--- config.mk ---
export PLATFORM = sky130hd
export DESIGN_NAME = alu_share_arbiter
export DESIGN_NICKNAME = d
export VERILOG_FILES = /design/src/rtl/alu_share_arbiter.sv
export SDC_FILE = /design/constraint.sdc
export NUM_CORES = 1
export LEC_CHECK = 0
export CAP_MARGIN = 20
export CORE_UTILIZATION = 42
export DETAILED_ROUTE_END_ITERATION = 12
export MAX_ROUTING_LAYER = met4
export PLACE_DENSITY_LB_ADDON = 0.15
export RECOVER_POWER = 25
export SLEW_MARGIN = 40
export SYNTH_ARGS = -nofsm -noshare
export SYNTH_HDL_FRONTEND = slang
export SYNTH_SLANG_ARGS = --single-unit
--- constraint.sdc ---
create_clock -name clk -period 5.1 [get_ports clk]
set_input_delay 1.275 -clock clk [delete_from_list [all_inputs] [get_ports clk]]
set_output_delay 1.275 -clock clk [all_outputs]
set_load 0.01 [all_outputs]
--- src/rtl/alu_share_arbiter.sv ---
// alu_share_arbiter: round-robin sharing of one combinational ALU
// among NREQ requesters using valid/ready request and response channels.
module alu_share_arbiter #(
  parameter int NREQ = 2,
  parameter int XLEN = 32
) (
  input  logic                 clk,
  input  logic                 rst_n,
  input  logic [NREQ-1:0]      req_valid,
  output logic [NREQ-1:0]      req_ready,
  input  logic [NREQ*XLEN-1:0] req_a,
  input  logic [NREQ*XLEN-1:0] req_b,
  input  logic [NREQ*4-1:0]    req_sel,
  output logic [NREQ-1:0]      resp_valid,
  input  logic [NREQ-1:0]      resp_ready,
  output logic [XLEN-1:0]      resp_data,
  output logic                 resp_err,
  output logic [XLEN-1:0]      alu_a,
  output logic [XLEN-1:0]      alu_b,
  output logic [3:0]           alu_sel,
  input  logic [XLEN-1:0]      alu_result,
  output logic                 busy
);

  localparam int PW = (NREQ > 1) ? $clog2(NREQ) : 1;

  localparam logic [1:0] S_IDLE = 2'd0;
  localparam logic [1:0] S_EXEC = 2'd1;
  localparam logic [1:0] S_RESP = 2'd2;

  localparam logic [3:0] SEL_MAX = 4'd9;

  logic [1:0]      state_q, state_d;
  logic [PW-1:0]   rr_ptr_q, rr_ptr_d;
  logic [PW-1:0]   owner_q, owner_d;
  logic [XLEN-1:0] a_q, a_d;
  logic [XLEN-1:0] b_q, b_d;
  logic [3:0]      sel_q, sel_d;
  logic            err_q, err_d;
  logic [XLEN-1:0] resp_data_q, resp_data_d;

  logic            win_found;
  logic [PW-1:0]   win_idx;
  logic [PW-1:0]   cand;
  logic [XLEN-1:0] win_a;
  logic [XLEN-1:0] win_b;
  logic [3:0]      win_sel;
  logic            accept;
  logic            sel_legal;
  logic            in_idle;
  logic            in_exec;
  logic            in_resp;
  logic [PW-1:0]   next_ptr;

  assign in_idle   = (state_q == S_IDLE);
  assign in_exec   = (state_q == S_EXEC);
  assign in_resp   = (state_q == S_RESP);
  assign sel_legal = (sel_q <= SEL_MAX);

  assign next_ptr = (owner_q == PW'(NREQ - 1))
                  ? '0
                  : owner_q + PW'(1);

  // Winner: first valid requester at or above rr_ptr, wrapping.
  always_comb begin
    win_found = 1'b0;
    win_idx   = '0;
    cand      = '0;
    for (int i = 0; i < NREQ; i++) begin
      cand = PW'((int'(rr_ptr_q) + i) % NREQ);
      if (!win_found && req_valid[cand]) begin
        win_found = 1'b1;
        win_idx   = cand;
      end
    end
  end

  assign win_a   = req_a[win_idx*XLEN +: XLEN];
  assign win_b   = req_b[win_idx*XLEN +: XLEN];
  assign win_sel = req_sel[win_idx*4 +: 4];

  // Grant only the winner, only while idle and out of reset.
  always_comb begin
    req_ready = '0;
    if (rst_n && in_idle && win_found) begin
      req_ready[win_idx] = 1'b1;
    end
  end

  assign accept = |(req_valid & req_ready);

  // Next-state and datapath capture.
  always_comb begin
    state_d     = state_q;
    rr_ptr_d    = rr_ptr_q;
    owner_d     = owner_q;
    a_d         = a_q;
    b_d         = b_q;
    sel_d       = sel_q;
    err_d       = err_q;
    resp_data_d = resp_data_q;
    unique case (state_q)
      S_IDLE: begin
        if (accept) begin
          a_d     = win_a;
          b_d     = win_b;
          sel_d   = win_sel;
          owner_d = win_idx;
          state_d = S_EXEC;
        end
      end
      S_EXEC: begin
        resp_data_d = sel_legal ? alu_result : '0;
        err_d       = !sel_legal;
        state_d     = S_RESP;
      end
      S_RESP: begin
        if (resp_ready[owner_q]) begin
          rr_ptr_d = next_ptr;
          state_d  = S_IDLE;
        end
      end
      default: begin
        state_d = S_IDLE;
      end
    endcase
  end

  // State and operand registers.
  always_ff @(posedge clk or negedge rst_n) begin
    if (!rst_n) begin
      state_q     <= S_IDLE;
      rr_ptr_q    <= '0;
      owner_q     <= '0;
      a_q         <= '0;
      b_q         <= '0;
      sel_q       <= '0;
      err_q       <= 1'b0;
      resp_data_q <= '0;
    end else begin
      state_q     <= state_d;
      rr_ptr_q    <= rr_ptr_d;
      owner_q     <= owner_d;
      a_q         <= a_d;
      b_q         <= b_d;
      sel_q       <= sel_d;
      err_q       <= err_d;
      resp_data_q <= resp_data_d;
    end
  end

  // ALU is driven only in EXEC; illegal selects become ADD.
  always_comb begin
    alu_a   = '0;
    alu_b   = '0;
    alu_sel = '0;
    if (in_exec) begin
      alu_a   = a_q;
      alu_b   = b_q;
      alu_sel = sel_legal ? sel_q : 4'd0;
    end
  end

  // Response valid goes only to the owner.
  always_comb begin
    resp_valid = '0;
    if (in_resp) begin
      resp_valid[owner_q] = 1'b1;
    end
  end

  assign resp_err  = in_resp & err_q;
  assign resp_data = resp_data_q;
  assign busy      = !in_idle;

endmodule

==> reports/results.txt <==
Outcome: complete, but fails checks
Failing checks: design-rule violations, max-capacitance violations, max-slew violations
Vias/cell: 5.65
DR vias: 5017
Simple-gate portion of the synthesized area: 23.1%
Required @ worst endpoint: 3.83 ns
FILL cells: 935
Maxcap violations: 2
Worst-path maximum fanout: 23
Synth area leader: dfrtp_1
Core box area: 0.0116 mm^2
Post-synth top area share: 52.0%
Drt first pass iters: 9
Drc violations: 18
Initial antenna violation count: 1
Tot GR Track Use: 28.2%
Worst-Skew Late Latency: 0.34 ns
CTS tree: done
1st-iter DRT viols: 409
CTS Sinks: 105
Cell Rows: 39
Top_reg_cell synth: dfrtp_1
Count of cell types in the netlist: 26
Mapped Avg Cell Area: 10.3 um^2
Area Overhead vs Synth: 62.3%
Syn Nets: 664
Hold path startpoint: resp_data[26]
Die width: 112 um
Final slew viol count: 86
Pwr dens: 460 mW/mm^2
R2R cell count: 4
Setup Total Neg Slack: 0 ns
Clock-pin slew on the worst setup and hold paths: 0.07 ns
Clock Path Buffers: 2
Grt met3 use: 6.10%
WHS Path Cells: 1
Postcts setup bufs: 0
Post-Route WL: 16.9 mm
Clk root buf: clkbuf_16
Final cell count without fillers: 888
Critical path arrival: 2.79 ns
Synthesis-stage register bit count: 105
Grt total ovfl: 0
M1 GR Usage: 34.1%
Starting Density: 43.7%
WS Path Type: primary input to output port
TritonCTS buffer count: 9
# nets final: 913
Final count of negative-setup-slack endpoints: 0
Pin count of the biggest net entering global routing: 86
Syn Inst Count: 490
Post-synth EDFFs: 0
H-tree depth: 3
WHS: 0.508 ns
CP Capture Type: output port
Largest family of logic cells by synthesized area: simple AND/OR/NAND/NOR gates
Ports: 280
VDD IR max: 332 uV
Adder-cell share of the synthesized area: 0%
Drt wl/cell: 19.0 um
Post-synthesis xor/xnor area fraction: 0%
Ys async rst share: 100%
CTS Hold Bufs: 0
CP startpoint kind: primary input
Unrepaired setup endpoints after global routing: false
Commonest cells post-synth: dfrtp_1, nand2_1, a221o_1
Count leader, synth: dfrtp_1
Worst relative slew slack: -38.4%
Hold EP: resp_data[26]
DP HPWL: 11.7 mm
Cell Area, Synth: 0.00505 mm^2
Largest cells by area after synthesis: dfrtp_1, a221o_1, and2_1, nor3_1, a22o_1
Worst Tran Pin Value: 2.08 ns
DIE AREA: 0.0125 mm^2
Lkg Pwr: 3.42 nW
Global-route wire length before repair: 26.8 mm
Area occupied by multi-input gates: 0.00220 mm^2
Seq/Total Area, Yosys: 52.0%
Synth Area in Compound Gates: 19.8%
FMAX: 246 MHz
Ys Warns: 0
Met2 Resource Use GR: 45.3%
Die H: 112 um
Register area: 0.00263 mm^2
Placed cells: 870
Share of cells above drive strength 1: 6.05%
Remaining antenna violation count after routing: 0
Period utilisation layout: 79.6%
Design area: 0.00821 mm^2
Power, Total: 3.77 mW
IO Port Bufs: 279
Hold Vio Cnt, Final: 0
Worst flop-to-flop path startpoint: state_q[1]
Number of global-route vias before repair: 5039
Mux contribution to synthesized area: 0.223%
Register-to-Register Setup Slack: 2.46 ns
Worst clock skew: 0.00809 ns
Minimum clock period: 4.06 ns
Critical R2R Capture: resp_data[29]
Placement Cell Area: 0.00791 mm^2
Routability congestion estimate: 0.825
CTS resizes: 0
Hold Crit Class: flip-flop to flip-flop
GRT busiest layer: met2
==> per-stage QoR <==
step	util (%)	worst slack [ns]
5_1_grt	71.0	0.942
4_1_cts	70.9	1.04
6_report	71.0	1.04
2_1_floorplan	-	1.50
3_3_place_gp	68.1	1.03
3_5_place_dp	68.4	1.04
==> cells by family after synthesis <==
| kind of cell | after synthesis |
|---|---|
| compound gates | 106 |
| buf+inv | 56 |
| flops | 105 |
| mux | 1 |
| simple gates | 222 |
==> worst max-delay path: stages <==
cell and delay [ns]:
buf_4 0.25, nor3b_1 0.43, and3_2 0.28, clkdlybuf4s50_1 0.53
==> cells in the final DEF (no fill, tap or decap), types with 8 or more instances in the layout <==
cell type,instances
clkbuf_16,9
clkdlybuf4s50_1,276
nor3_2,9
nand2_1,70
a22o_1,32
and2_1,66
a221o_1,68
buf_4,8
dfrtp_1,105
nor3_1,60
==> state kept, by name, summed over array words and instances (netlist names) <==
name / flops
resp_data: 32
owner_q: 1
state_q: 2
sel_q: 4
b_q: 32
a_q: 32
err_q: 1
rr_ptr_q: 1
==> area by class of cell <==
cell class	count	share of cell area [%]
clock buffer	12	3.13
antenna	1	0.0305
clock inverter	4	0.412
multi-input combinational	329	26.9
sequential	105	32.0
inverter	3	0.137
timing repair buffer	291	35.2
tap	143	2.18
==> report_power, final <==
part           internal, mW  switching, mW  leakage [nW]  total (mW)
sequential             1.21          0.226          1.31        1.44
clock                 0.363          0.305         0.140       0.668
combinational         0.950          0.712          1.97        1.66
==> worst max-delay path by stage <==
stage          start           end  slack, ns
6_report       rst_n  req_ready[0]       1.04
5_1_grt        rst_n  req_ready[0]       0.94
4_1_cts        rst_n  req_ready[0]       1.04
3_5_place_dp   rst_n  req_ready[0]       1.04
3_3_place_gp   rst_n  req_ready[0]       1.03
2_1_floorplan  rst_n  req_ready[1]       1.50
==> metal layers <==
layer  up-vias  routed length, um
li1       2289                  -
met1      2430               6650
met2       259               8220
met3        39               1380
met4         0                635
met5         -                  0
Power figures use the tool's default switching activity.
